$ cat src/rtl/traffic_input_conditioner.sv
// traffic_input_conditioner
//
// Input front end for the traffic light controller. Every raw controller
// input passes through here: the two active-low crosswalk buttons and the
// three street sensors are synchronized and debounced, button presses are
// turned into one-cycle pulses and held in sticky requests until the
// controller clears them, and a single-cycle state-machine tick is produced
// every TICK_DIV cycles.
//
// Parameters
//   TICK_DIV         sysclk cycles per tick period (>= 2)
//   DEBOUNCE_CYCLES  consecutive stable cycles before a debounced level
//                    changes (>= 1)
//
// Ports
//   sysclk, rst_n                 clock, async active-low reset
//   btn_cr_n, btn_mn_n            raw crosswalk buttons (active-low, async)
//   straight_cr_raw, turn_cr_raw,
//   turn_mn_raw                   raw street sensors (active-high, async)
//   req_clr_cr, req_clr_mn        controller clears the matching request
//   tick                          one-cycle pulse every TICK_DIV cycles
//   straight_cr, turn_cr, turn_mn debounced sensor levels
//   btn_cr_press, btn_mn_press    one-cycle pulse on a debounced press
//   btn_cr_req, btn_mn_req        sticky pending crosswalk request
//
// All outputs are registered.

module traffic_input_conditioner #(
  parameter int TICK_DIV        = 50000000,
  parameter int DEBOUNCE_CYCLES = 1000000
) (
  input  logic sysclk,
  input  logic rst_n,
  input  logic btn_cr_n,
  input  logic btn_mn_n,
  input  logic straight_cr_raw,
  input  logic turn_cr_raw,
  input  logic turn_mn_raw,
  input  logic req_clr_cr,
  input  logic req_clr_mn,
  output logic tick,
  output logic straight_cr,
  output logic turn_cr,
  output logic turn_mn,
  output logic btn_cr_press,
  output logic btn_mn_press,
  output logic btn_cr_req,
  output logic btn_mn_req
);

  // Channel map: 0 btn_cr, 1 btn_mn, 2 straight_cr, 3 turn_cr, 4 turn_mn.
  localparam int NCH = 5;

  // A one-cycle debounce needs no counting; keep at least one counter bit so
  // the vector stays legal.
  localparam int CNT_W  = (DEBOUNCE_CYCLES > 1) ? $clog2(DEBOUNCE_CYCLES) : 1;
  localparam int TICK_W = $clog2(TICK_DIV);

  // Buttons idle high (released), sensors idle low.
  localparam logic [NCH-1:0]    IDLE      = 5'b00011;
  localparam logic [CNT_W-1:0]  CNT_LAST  = CNT_W'(DEBOUNCE_CYCLES - 1);
  localparam logic [TICK_W-1:0] TICK_LAST = TICK_W'(TICK_DIV - 1);

  logic [NCH-1:0]   raw;
  logic [NCH-1:0]   sync1;
  logic [NCH-1:0]   sync2;
  logic [NCH-1:0]   deb;
  logic [CNT_W-1:0] cnt [NCH];
  logic [NCH-1:0]   expire;

  logic cr_fall;
  logic mn_fall;
  logic cr_press_q;
  logic mn_press_q;
  logic cr_req_q;
  logic mn_req_q;

  logic [TICK_W-1:0] tick_cnt;
  logic              tick_q;

  assign raw = {turn_mn_raw, turn_cr_raw, straight_cr_raw, btn_mn_n, btn_cr_n};

  // A channel expires when its synchronized input has disagreed with the
  // debounced level for the full window; deb takes the new level this edge.
  always_comb begin
    // NOTE: assign every always_comb output a default before any branch or
    // loop, otherwise an unassigned path infers a latch.
    expire = '0;
    for (int i = 0; i < NCH; i++) begin
      expire[i] = (sync2[i] != deb[i]) && (cnt[i] == CNT_LAST);
    end
  end

  // A press is the debounced button level falling 1->0 on this edge, so the
  // pulse and the request set land on the same edge as the deb change.
  assign cr_fall = expire[0] && deb[0];
  assign mn_fall = expire[1] && deb[1];

  always_ff @(posedge sysclk or negedge rst_n) begin
    if (!rst_n) begin
      sync1 <= IDLE;
      sync2 <= IDLE;
      deb   <= IDLE;
      for (int i = 0; i < NCH; i++) begin
        cnt[i] <= '0;
      end
    end else begin
      // NOTE: sequential state uses non-blocking assignments so every flop
      // samples pre-edge values; sync2 <= sync1 relies on that ordering.
      sync1 <= raw;
      sync2 <= sync1;
      for (int i = 0; i < NCH; i++) begin
        if (sync2[i] == deb[i]) begin
          // Any return to the current level restarts the window.
          cnt[i] <= '0;
        end else if (expire[i]) begin
          deb[i] <= sync2[i];
          cnt[i] <= '0;
        end else begin
          cnt[i] <= cnt[i] + 1'b1;
        end
      end
    end
  end

  // Press pulses and sticky requests. A press on the same edge as a clear
  // wins, so a request is never lost to a clear held high by the controller.
  always_ff @(posedge sysclk or negedge rst_n) begin
    if (!rst_n) begin
      cr_press_q <= 1'b0;
      mn_press_q <= 1'b0;
      cr_req_q   <= 1'b0;
      mn_req_q   <= 1'b0;
    end else begin
      cr_press_q <= cr_fall;
      mn_press_q <= mn_fall;

      if (cr_fall) begin
        cr_req_q <= 1'b1;
      end else if (req_clr_cr) begin
        cr_req_q <= 1'b0;
      end

      if (mn_fall) begin
        mn_req_q <= 1'b1;
      end else if (req_clr_mn) begin
        mn_req_q <= 1'b0;
      end
    end
  end

  // Free-running tick divider; the pulse is registered off the wrap so it is
  // high for the cycle after the counter returns to 0.
  always_ff @(posedge sysclk or negedge rst_n) begin
    if (!rst_n) begin
      tick_cnt <= '0;
      tick_q   <= 1'b0;
    end else begin
      tick_cnt <= (tick_cnt == TICK_LAST) ? '0 : tick_cnt + 1'b1;
      tick_q   <= (tick_cnt == TICK_LAST);
    end
  end

  assign tick         = tick_q;
  assign straight_cr  = deb[2];
  assign turn_cr      = deb[3];
  assign turn_mn      = deb[4];
  assign btn_cr_press = cr_press_q;
  assign btn_mn_press = mn_press_q;
  assign btn_cr_req   = cr_req_q;
  assign btn_mn_req   = mn_req_q;

endmodule

$ cat config.mk
export PLATFORM = sky130hd
export DESIGN_NAME = traffic_input_conditioner
export DESIGN_NICKNAME = d
export VERILOG_FILES = /design/src/rtl/traffic_input_conditioner.sv
export SDC_FILE = /design/constraint.sdc
export NUM_CORES = 1
export LEC_CHECK = 0
export CAP_MARGIN = 5
export CORE_UTILIZATION = 35
export CTS_CLUSTER_DIAMETER = 60
export CTS_CLUSTER_SIZE = 16
export DETAILED_ROUTE_END_ITERATION = 16
export HOLD_SLACK_MARGIN = 0.08
export PLACE_DENSITY = 0.61
export SLEW_MARGIN = 20
export SYNTH_ARGS = -nofsm -noshare
export SYNTH_HDL_FRONTEND = slang
export SYNTH_SLANG_ARGS = --single-unit
$ cat constraint.sdc
create_clock -name sysclk -period 3.2 [get_ports sysclk]
set_clock_uncertainty 0.05 [all_clocks]
set_input_delay 0.8 -clock sysclk [delete_from_list [all_inputs] [get_ports sysclk]]
set_output_delay 0.8 -clock sysclk [all_outputs]
set_load 0.005 [all_outputs]
## After elaboration in Yosys (flattened, before gate mapping)

Cells that the tools add are included.

| cells by class | value |
|---|---|
| add/subtract/negate cells | 6 |
| equal/unequal tests | 16 |
| mux-type cells | 15 |
| bitwise logic cells | 5 |
| reduce and logical (&&, ||, !) cells | 14 |

Operators with widths:

| cell | count |
|---|---|
| 2-to-1 mux 20 bit | 10 |
| adder 20 x 1 -> 20 bit (second input constant) | 5 |
| equality test 20 bit (second input constant) | 5 |
| adder 26 x 1 -> 26 bit (second input constant) | 1 |
| equality test 26 bit (second input constant) | 1 |
| 2-to-1 mux 26 bit | 1 |
| AND reduction 2 bit | 5 |
| logical AND 1 bit | 7 |
| equality test 1 bit | 5 |
| != test 1 bit | 5 |
| NOT 1 bit | 5 |
| 2-to-1 mux 1 bit | 4 |
| nonzero test 2 bit | 2 |

| storage, ports and cells | value |
|---|---|
| register bits | 146 |
| bits of input ports | 9 |
| output and inout port bits | 8 |

## Longest topological paths before layout

Gate-level depths: netlist of the first run.

| depth | value |
|---|---|
| word-level depth | 4 |
| depth in mapped cells | 7 |
| gate-level depth less buffers | 5 |

## Worst setup path after synthesis of the first run

OpenSTA, ideal clock, no wires.

| timing | value |
|---|---|
| path kind | register to register |
| start point | register tick_cnt[0] |
| end point | register tick_cnt[22] |
| arrival | 2057 ps |
| required time | 3077 ps |
| setup slack | 1020 ps |
| cell stages (with the launch flop) | 7 |
| path buffers | 1 |
| period minus slack after synthesis | 2180 ps |
| path through | dfrtp_1 > ha_1 > nand4_2 > or4_4 > buf_6 > or4_4 > a21oi_2 |

| between the ends | value |
|---|---|
| longest elaborated chain between the ends | 2 |
| elaborated cells on any way between the ends | 3 |
| those cells by class | add/sub: 1; eq/ne: 1; mux: 1 |

RTL lines:

| item | RTL line | RTL |
|---|---|---|
| start: declaration | 78 | `logic [TICK_W-1:0] tick_cnt;` |
| start signal: assignment | 159 | `tick_cnt <= (tick_cnt == TICK_LAST) ? '0 : tick_cnt + 1'b1;` |
| adder 26 x 1 -> 26 bit or equality test 26 bit (tied branches) | 159 |  |
| 2-to-1 mux 26 bit (*) | 159 |  |

Every way passes the cells marked *; elsewhere a longest branch is shown, timed or not.
A chain may end at the register's enable or synchronous reset.

## Worst setup path in the final report of the first run

| timing | value |
|---|---|
| start point | register tick_cnt[0] |
| end point | register tick_cnt[15] |

The elaborated chain is that of the path after synthesis.

==> metrics.txt, run 1 <==
post-CTS sizing 0; CP Capture Type flip-flop; Switch Pwr 842 µW; Port Buffers 16; GR Util met3 0.0322; DRT Wirelength 13000 µm; Post-synth EDFFs 0; crit path launch type flip-flop; layer with the highest usage met2; yosys warns 0; area grow syn2layout 16.7%; CTS Hold Buffers Added 0; Synth Register Bits 146; post-route setup slack 725 ps; Synth Area per Inst 10.0 µm²; critical path fanouts, max 8; Total GRT Usage 0.143; DP Wirelength 8610 µm; Synth area leaders dfrtp_1 51%, xor2_1 5.8%, nor2_1 4.5%; max_slew headroom 0.473; register clock-pin slew on the reported worst setup and hold paths 60 ps; GR Layer Usage met2 0.222; DP Cell Count 962; Fillers 1882; Crit Path Category reg -> reg; clock share of power 0.523; vias in the first global route 4914; footprint of the multi-input gates 3140 µm²; status finished clean; sequential power share 0.452; die width 143 µm; worst path cell trace ha_1 > nand4_2 > or4b_2 > nor2_1 > buf_4 > o211ai_1; n_diodes 0; maximum VDD drop 0.320 mV; Synth Instances 692; synthesized cell area 6940 µm²; 1st-pass router iterations 4; TritonCTS clock tree done; ANT nets after route 0; io pins 17; fin cells 992; via count 5039; Core Box Area 19500 µm²; htree depth 4; worst hold slack 295 ps; Post-Place Setup Slack 714 ps; max cap viols 0; Buf/Inv on CP 1; first-pass GRT wire length 23300 µm; Final Hold Vio Count 0; most common cell after layout, fill and taps aside dfrtp_1; most frequent cells in the layout 140 x dfrtp_1, 84 x nor2_1, 46 x xor2_1, 44 x nand2_1, 42 x nand3_1; clk sinks 146; Net Sw Frac 0.201; Tightest Hold Check Type reg -> reg; r2r setup slk 720 ps; CP max stage cell or4b_2; final period utilization 0.773; met1 Use GR 0.192; clk root buf clkbuf_16; CTS max path bufs 2; Register Area 3660 µm²; post-synthesis net count 707; share of layout cells above drive strength 1 0.0880; final slew viol count 0; # DRC 0; Final Util 0.416; nets 731; Worst-Margin Slew 782 ps; largest net degree at the start of global routing 76; fin crit period 2480 ps; post-DR wirelength/cell 13.1 µm; total grt overflow 0; initial antenna violation count 0; main flop type after synthesis dfrtp_1; sequential area share after synthesis 0.528; largest area contributor in the netlist dfrtp_1; RSZ-0062 raised after global routing false; vias per inst 5.08; combinational power share 0.026; CP max stage delay 680 ps; Cell Int Power 3340 µW; worst skew pair latency 430 ps; final setup fails 0; die height 143 µm; Starting Density 0.356; Worst EP required 3450 ps; number of distinct library cells after synthesis 46; # Post-CTS Setup Buffers 0; Fmax achieved 0.404 GHz; Post-Route Setup TNS 0 ps; crit path DAT 2730 ps; DRT iter0 DRCs 251; routability cong. 0.759; FFs w/ async S/R, synth 1.00; site row count 51; full die area 20400 µm²; leakage 0.00325 µW; top cell type's share of synthesized area 0.505; Pwr Density 517 nW/µm²; total CTS buffers 17; cell class contributing the biggest share of worst-path delay simple AND/OR/NAND/NOR gates
-- synthesized netlist by cell type (6+ instances only) --
cell	number
nand4_1	33
nor4_1	13
dfstp_2	6
or4_1	16
dfrtp_1	140
and4_1	15
nand3_1	42
nor2_1	84
inv_1	17
a21oi_1	36
xnor2_1	32
nor3_1	15
clkbuf_1	17
o21ai_0	26
nand2_1	44
or3_1	26
and3_1	13
and2_1	6
o31ai_1	15
xor2_1	46
ha_1	6
-- per-stage QoR --
stage | power [µW] | area [µm²]
6_report | 4180 | 8090
3_3_place_gp | 2030 | 7440
5_1_grt | 4330 | 8090
2_1_floorplan | 1960 | 6940
4_1_cts | 4240 | 8090
3_5_place_dp | 2040 | 7440
-- power by group through the flow --
stage,combinational [µW],sequential (µW),clock (µW)
floorplan,43.8,1920,0
global placement,112,1920,0
detailed placement,112,1920,0
CTS,113,1890,2230
global route,127,1890,2310
finish,107,1890,2190
-- final timing paths --
check	start	end	cells after the start
max in group asynchronous	rst_n	sync2[0]$_DFF_PN1_	2
min reg2reg	sync1[4]$_DFF_PN0_	sync2[4]$_DFF_PN0_	0
min	sync1[4]$_DFF_PN0_	sync2[4]$_DFF_PN0_	0
max	tick_cnt[0]$_DFF_PN0_	tick_cnt[15]$_DFF_PN0_	6
max reg2reg	tick_cnt[0]$_DFF_PN0_	tick_cnt[15]$_DFF_PN0_	6
min in group asynchronous	rst_n	cnt[37]$_DFF_PN0_	1
-- metal layers --
metal,share of wire,vias up
met4,0.019,0
met1,0.50,2463
met5,0,-
met2,0.46,29
li1,-,2529
met3,0.018,18
-- layout make-up --
cell class                      instances  share of cell area
Tap cell                              265              0.0410
Timing Repair Buffer                   26              0.0308
Multi-Input combinational cell        508               0.388
Clock inverter                          9              0.0221
Sequential cell                       146               0.452
Clock buffer                           21              0.0581
Inverter                               17             0.00788
-- registers in the layout, indices dropped and copies added, names as in the netlist --
signal        cells
cnt             100
tick_cnt         26
deb               5
sync1             5
sync2             5
btn_cr_press      1
btn_cr_req        1
btn_mn_press      1
btn_mn_req        1
tick              1
-- worst register-to-register path, delay by kind of cell (launching register included) --
family                     cells  cell delay [ps]
buffers and inverters          1              260
adders and majority gates      1              260
DFF                            1              420
and+or+nand+nor                3             1260
AOI/OAI and AO/OA              1              110
-- cells by family (layout without fill, tap and decap cells) --
| group | after synthesis | count (layout) | share of synthesized area |
|---|---|---|---|
| buf+inv | 38 | 73 | 0.0222 |
| mux | 8 | 8 | 0.0124 |
| xor+xnor | 78 | 78 | 0.0985 |
| fa+ha+maj | 6 | 6 | 0.0108 |
| compound gates | 84 | 84 | 0.0685 |
| flops | 146 | 146 | 0.528 |
| simple gates | 332 | 332 | 0.260 |
Note: power is estimated with default switching activity, not from simulation.
==> inputs of run 2 (changes only) <==
- clock period: 3.2 -> 2.6 ns (I/O delays scaled with it)
==> run 2 against run 1 <==
  * Worst setup slack worse by 400 ps
  * Combinational power is 27% higher
  * Utilization is 0.084 points lower
  * Sequential share of layout area is 0.091 points higher
  * Sequential power is 23% higher
  * Power is 18% higher
  * Die area stayed put
  * Largest power group unchanged
  * Global-route usage is 0.16 points lower
==> metrics.txt, run 2 (synthesis results as in run 1) <==
status finished clean; Worst-Margin Slew 388 ps (-394 ps); beginning of the worst hold path sync1[3]$_DFF_PN0_; total grt overflow 0 (unchanged); DRT Wirelength 12900 µm (-0.54%); DP Cell Count 963 (+0.10%); cell depth of the worst min-delay path 0 (unchanged); leakage 0.00324 µW (-0.46%); DRT iter0 DRCs 240 (-4.4%); n_diodes 0 (unchanged); post-DR wirelength/cell 13.0 µm (-0.94%); most frequent CP cell or4_4; routability cong. 0.777 (+2.5%); Core Box Area 19500 µm² (unchanged); fin area 8080 µm² (-0.20%); share of layout cells above drive strength 1 0.0903 (+0.00225); Post-Route Setup TNS 0 ps (unchanged); CP max stage delay 610 ps (-70 ps); nets 733 (+0.27%); Reg2Reg Depth 5 (-1); post-CTS sizing 0 (unchanged); max cap viols 0 (unchanged); die width 143 µm (unchanged); fin cells 996 (+0.40%); final setup fails 0 (unchanged); TritonCTS clock tree done; crit path launch type flip-flop; final slew viol count 0 (unchanged); via count 5095 (+1.1%); area grow syn2layout 16.5%; largest net degree at the start of global routing 62 (-18%); Regs by FF count cnt: 100 flops, tick_cnt: 26 flops; Design Power 4940 µW (+18%); worst skew pair latency 420 ps (about the same); site row count 51 (unchanged); register clock-pin slew on the reported worst setup and hold paths 60 ps (about the same); Fmax achieved 0.440 GHz (+8.9%); initial antenna violation count 0 (unchanged); critical path fanouts, max 9 (+1); worst hold slack 297 ps (+1.91 ps); 1st-pass router iterations 4 (unchanged); total CTS buffers 17 (unchanged); clk sinks 146 (unchanged); # DRC 0 (unchanged); most frequent cells in the layout 140 x dfrtp_1, 84 x nor2_1, 46 x xor2_1, 44 x nand2_1, 42 x nand3_1; Crit Path Category reg -> reg; DP Wirelength 8740 µm (+1.5%); crit path DAT 2570 ps (-160 ps); Area after DPL 7460 µm² (+0.27%); Worst Hold Path EP sync2[3]$_DFF_PN0_; r2r setup slk 330 ps (-400 ps); CP Capture Type flip-flop; first-pass GRT wire length 23200 µm (-0.39%); Total GRT Usage 0.142 (-0.00162); ANT nets after route 0 (unchanged); Worst EP required 2890 ps (-560 ps); max reg flops 100 (unchanged); htree depth 4 (unchanged); Tightest Hold Check Type reg -> reg; vias per inst 5.12 (+0.71%); r2r startpoint tick_cnt[0]$_DFF_PN0_; die height 143 µm (unchanged); worst path cell trace ha_1 > nand4_2 > or4_4 > or4_4 > a21oi_2; clk root buf clkbuf_16; max_slew headroom 0.738 (+0.265); Starting Density 0.356 (unchanged); io pins 17 (unchanged); Port Buffers 16 (unchanged); Pwr Density 612 nW/µm² (+18%); maximum VDD drop 0.377 mV (+18%); vias in the first global route 4873 (-0.83%); worst r2r dst tick_cnt[22]$_DFF_PN0_; RSZ-0062 raised after global routing false; final period utilization 0.875 (+0.101); fin crit period 2270 ps (-201 ps); most flop-heavy register cnt; Fillers 1899 (+0.90%); full die area 20400 µm² (unchanged); Final Hold Vio Count 0 (unchanged); CTS max path bufs 2 (unchanged); most common cell after layout, fill and taps aside dfrtp_1; CP max stage cell or4_4
run 2: cell count changes in the layout (fill, tap and decap cells not counted), sizes merged:
cell / previous run / this run
bufinv: 5 / 3
clkinv: 2 / 4
clkinvlp: 2 / 4
buf: 11 / 12
clkbuf: 21 / 20
dlygate4sd3: 0 / 1
inv: 17 / 18
run 2: worst max path at each step:
| stage | cells past startpoint | from | to |
|---|---|---|---|
| 2_1_floorplan | 6 | tick_cnt[0]$_DFF_PN0_ | tick_cnt[22]$_DFF_PN0_ |
| 3_3_place_gp | 5 | tick_cnt[0]$_DFF_PN0_ | tick_cnt[22]$_DFF_PN0_ |
| 5_1_grt | 5 | tick_cnt[1]$_DFF_PN0_ | tick_cnt[22]$_DFF_PN0_ |
| 6_report | 5 | tick_cnt[0]$_DFF_PN0_ | tick_cnt[22]$_DFF_PN0_ |
| 4_1_cts | 5 | tick_cnt[0]$_DFF_PN0_ | tick_cnt[22]$_DFF_PN0_ |
| 3_5_place_dp | 5 | tick_cnt[0]$_DFF_PN0_ | tick_cnt[22]$_DFF_PN0_ |
run 2: metrics by stage:
stage | utilization | setup WS (ps)
2_1_floorplan | - | 420
3_3_place_gp | 0.384 | 386
3_5_place_dp | 0.384 | 348
4_1_cts | 0.415 | 331
5_1_grt | 0.415 | 218
6_report | 0.415 | 326
run 2: repair_timing:
action                                 CTS  global route
hold buffers                             1             0
endpoints found under the hold margin    8             0
buffers inserted                         0             0
run 2: metal layers:
layer	track usage	wire, µm	share of wire
met1	0.191	6350	0.49
met2	0.223	6070	0.47
met3	0.0302	310	0.024
met4	0.0549	172	0.013
met5	0	0	0
run 2: cell type report:
class | instances | area (µm²) | area share
Multi-Input combinational cell | 508 | 3140 | 0.389
Inverter | 17 | 63.8 | 0.00790
Clock inverter | 12 | 156 | 0.0194
Clock buffer | 20 | 447 | 0.0553
Timing Repair Buffer | 28 | 279 | 0.0345
Tap cell | 265 | 332 | 0.0410
Sequential cell | 146 | 3660 | 0.453
run 2: critical path: cells and delay by family, from the launching register on:
| family | cells | cell delay [ps] |
|---|---|---|
| AO/OA/AOI/OAI | 1 | 140 |
| adder cells (fa/ha/maj) | 1 | 270 |
| flip-flops | 1 | 420 |
| AND/OR/NAND/NOR | 3 | 1320 |
run 2: where the power goes:
part	switching (µW)	internal [µW]
logic	88.2	48.0
clock network	945	1540
registers	24.4	2300
total	1060	3890
==> inputs of run 3 (changes only) <==
--- a/config.mk
+++ b/config.mk
@@ -6,4 +6,5 @@
 export NUM_CORES = 1
 export LEC_CHECK = 0
+export ABC_CLOCK_PERIOD_IN_PS = 2600
 export CAP_MARGIN = 5
 export CORE_UTILIZATION = 35
--- a/constraint.sdc
+++ b/constraint.sdc
@@ -3,3 +3,3 @@
 set_input_delay 0.65 -clock sysclk [delete_from_list [all_inputs] [get_ports sysclk]]
 set_output_delay 0.65 -clock sysclk [all_outputs]
-set_load 0.005 [all_outputs]
+set_load 0.01 [all_outputs]
==> results of run 3 <==
The final DEF is identical to that of run 2; final timing and power are the same.
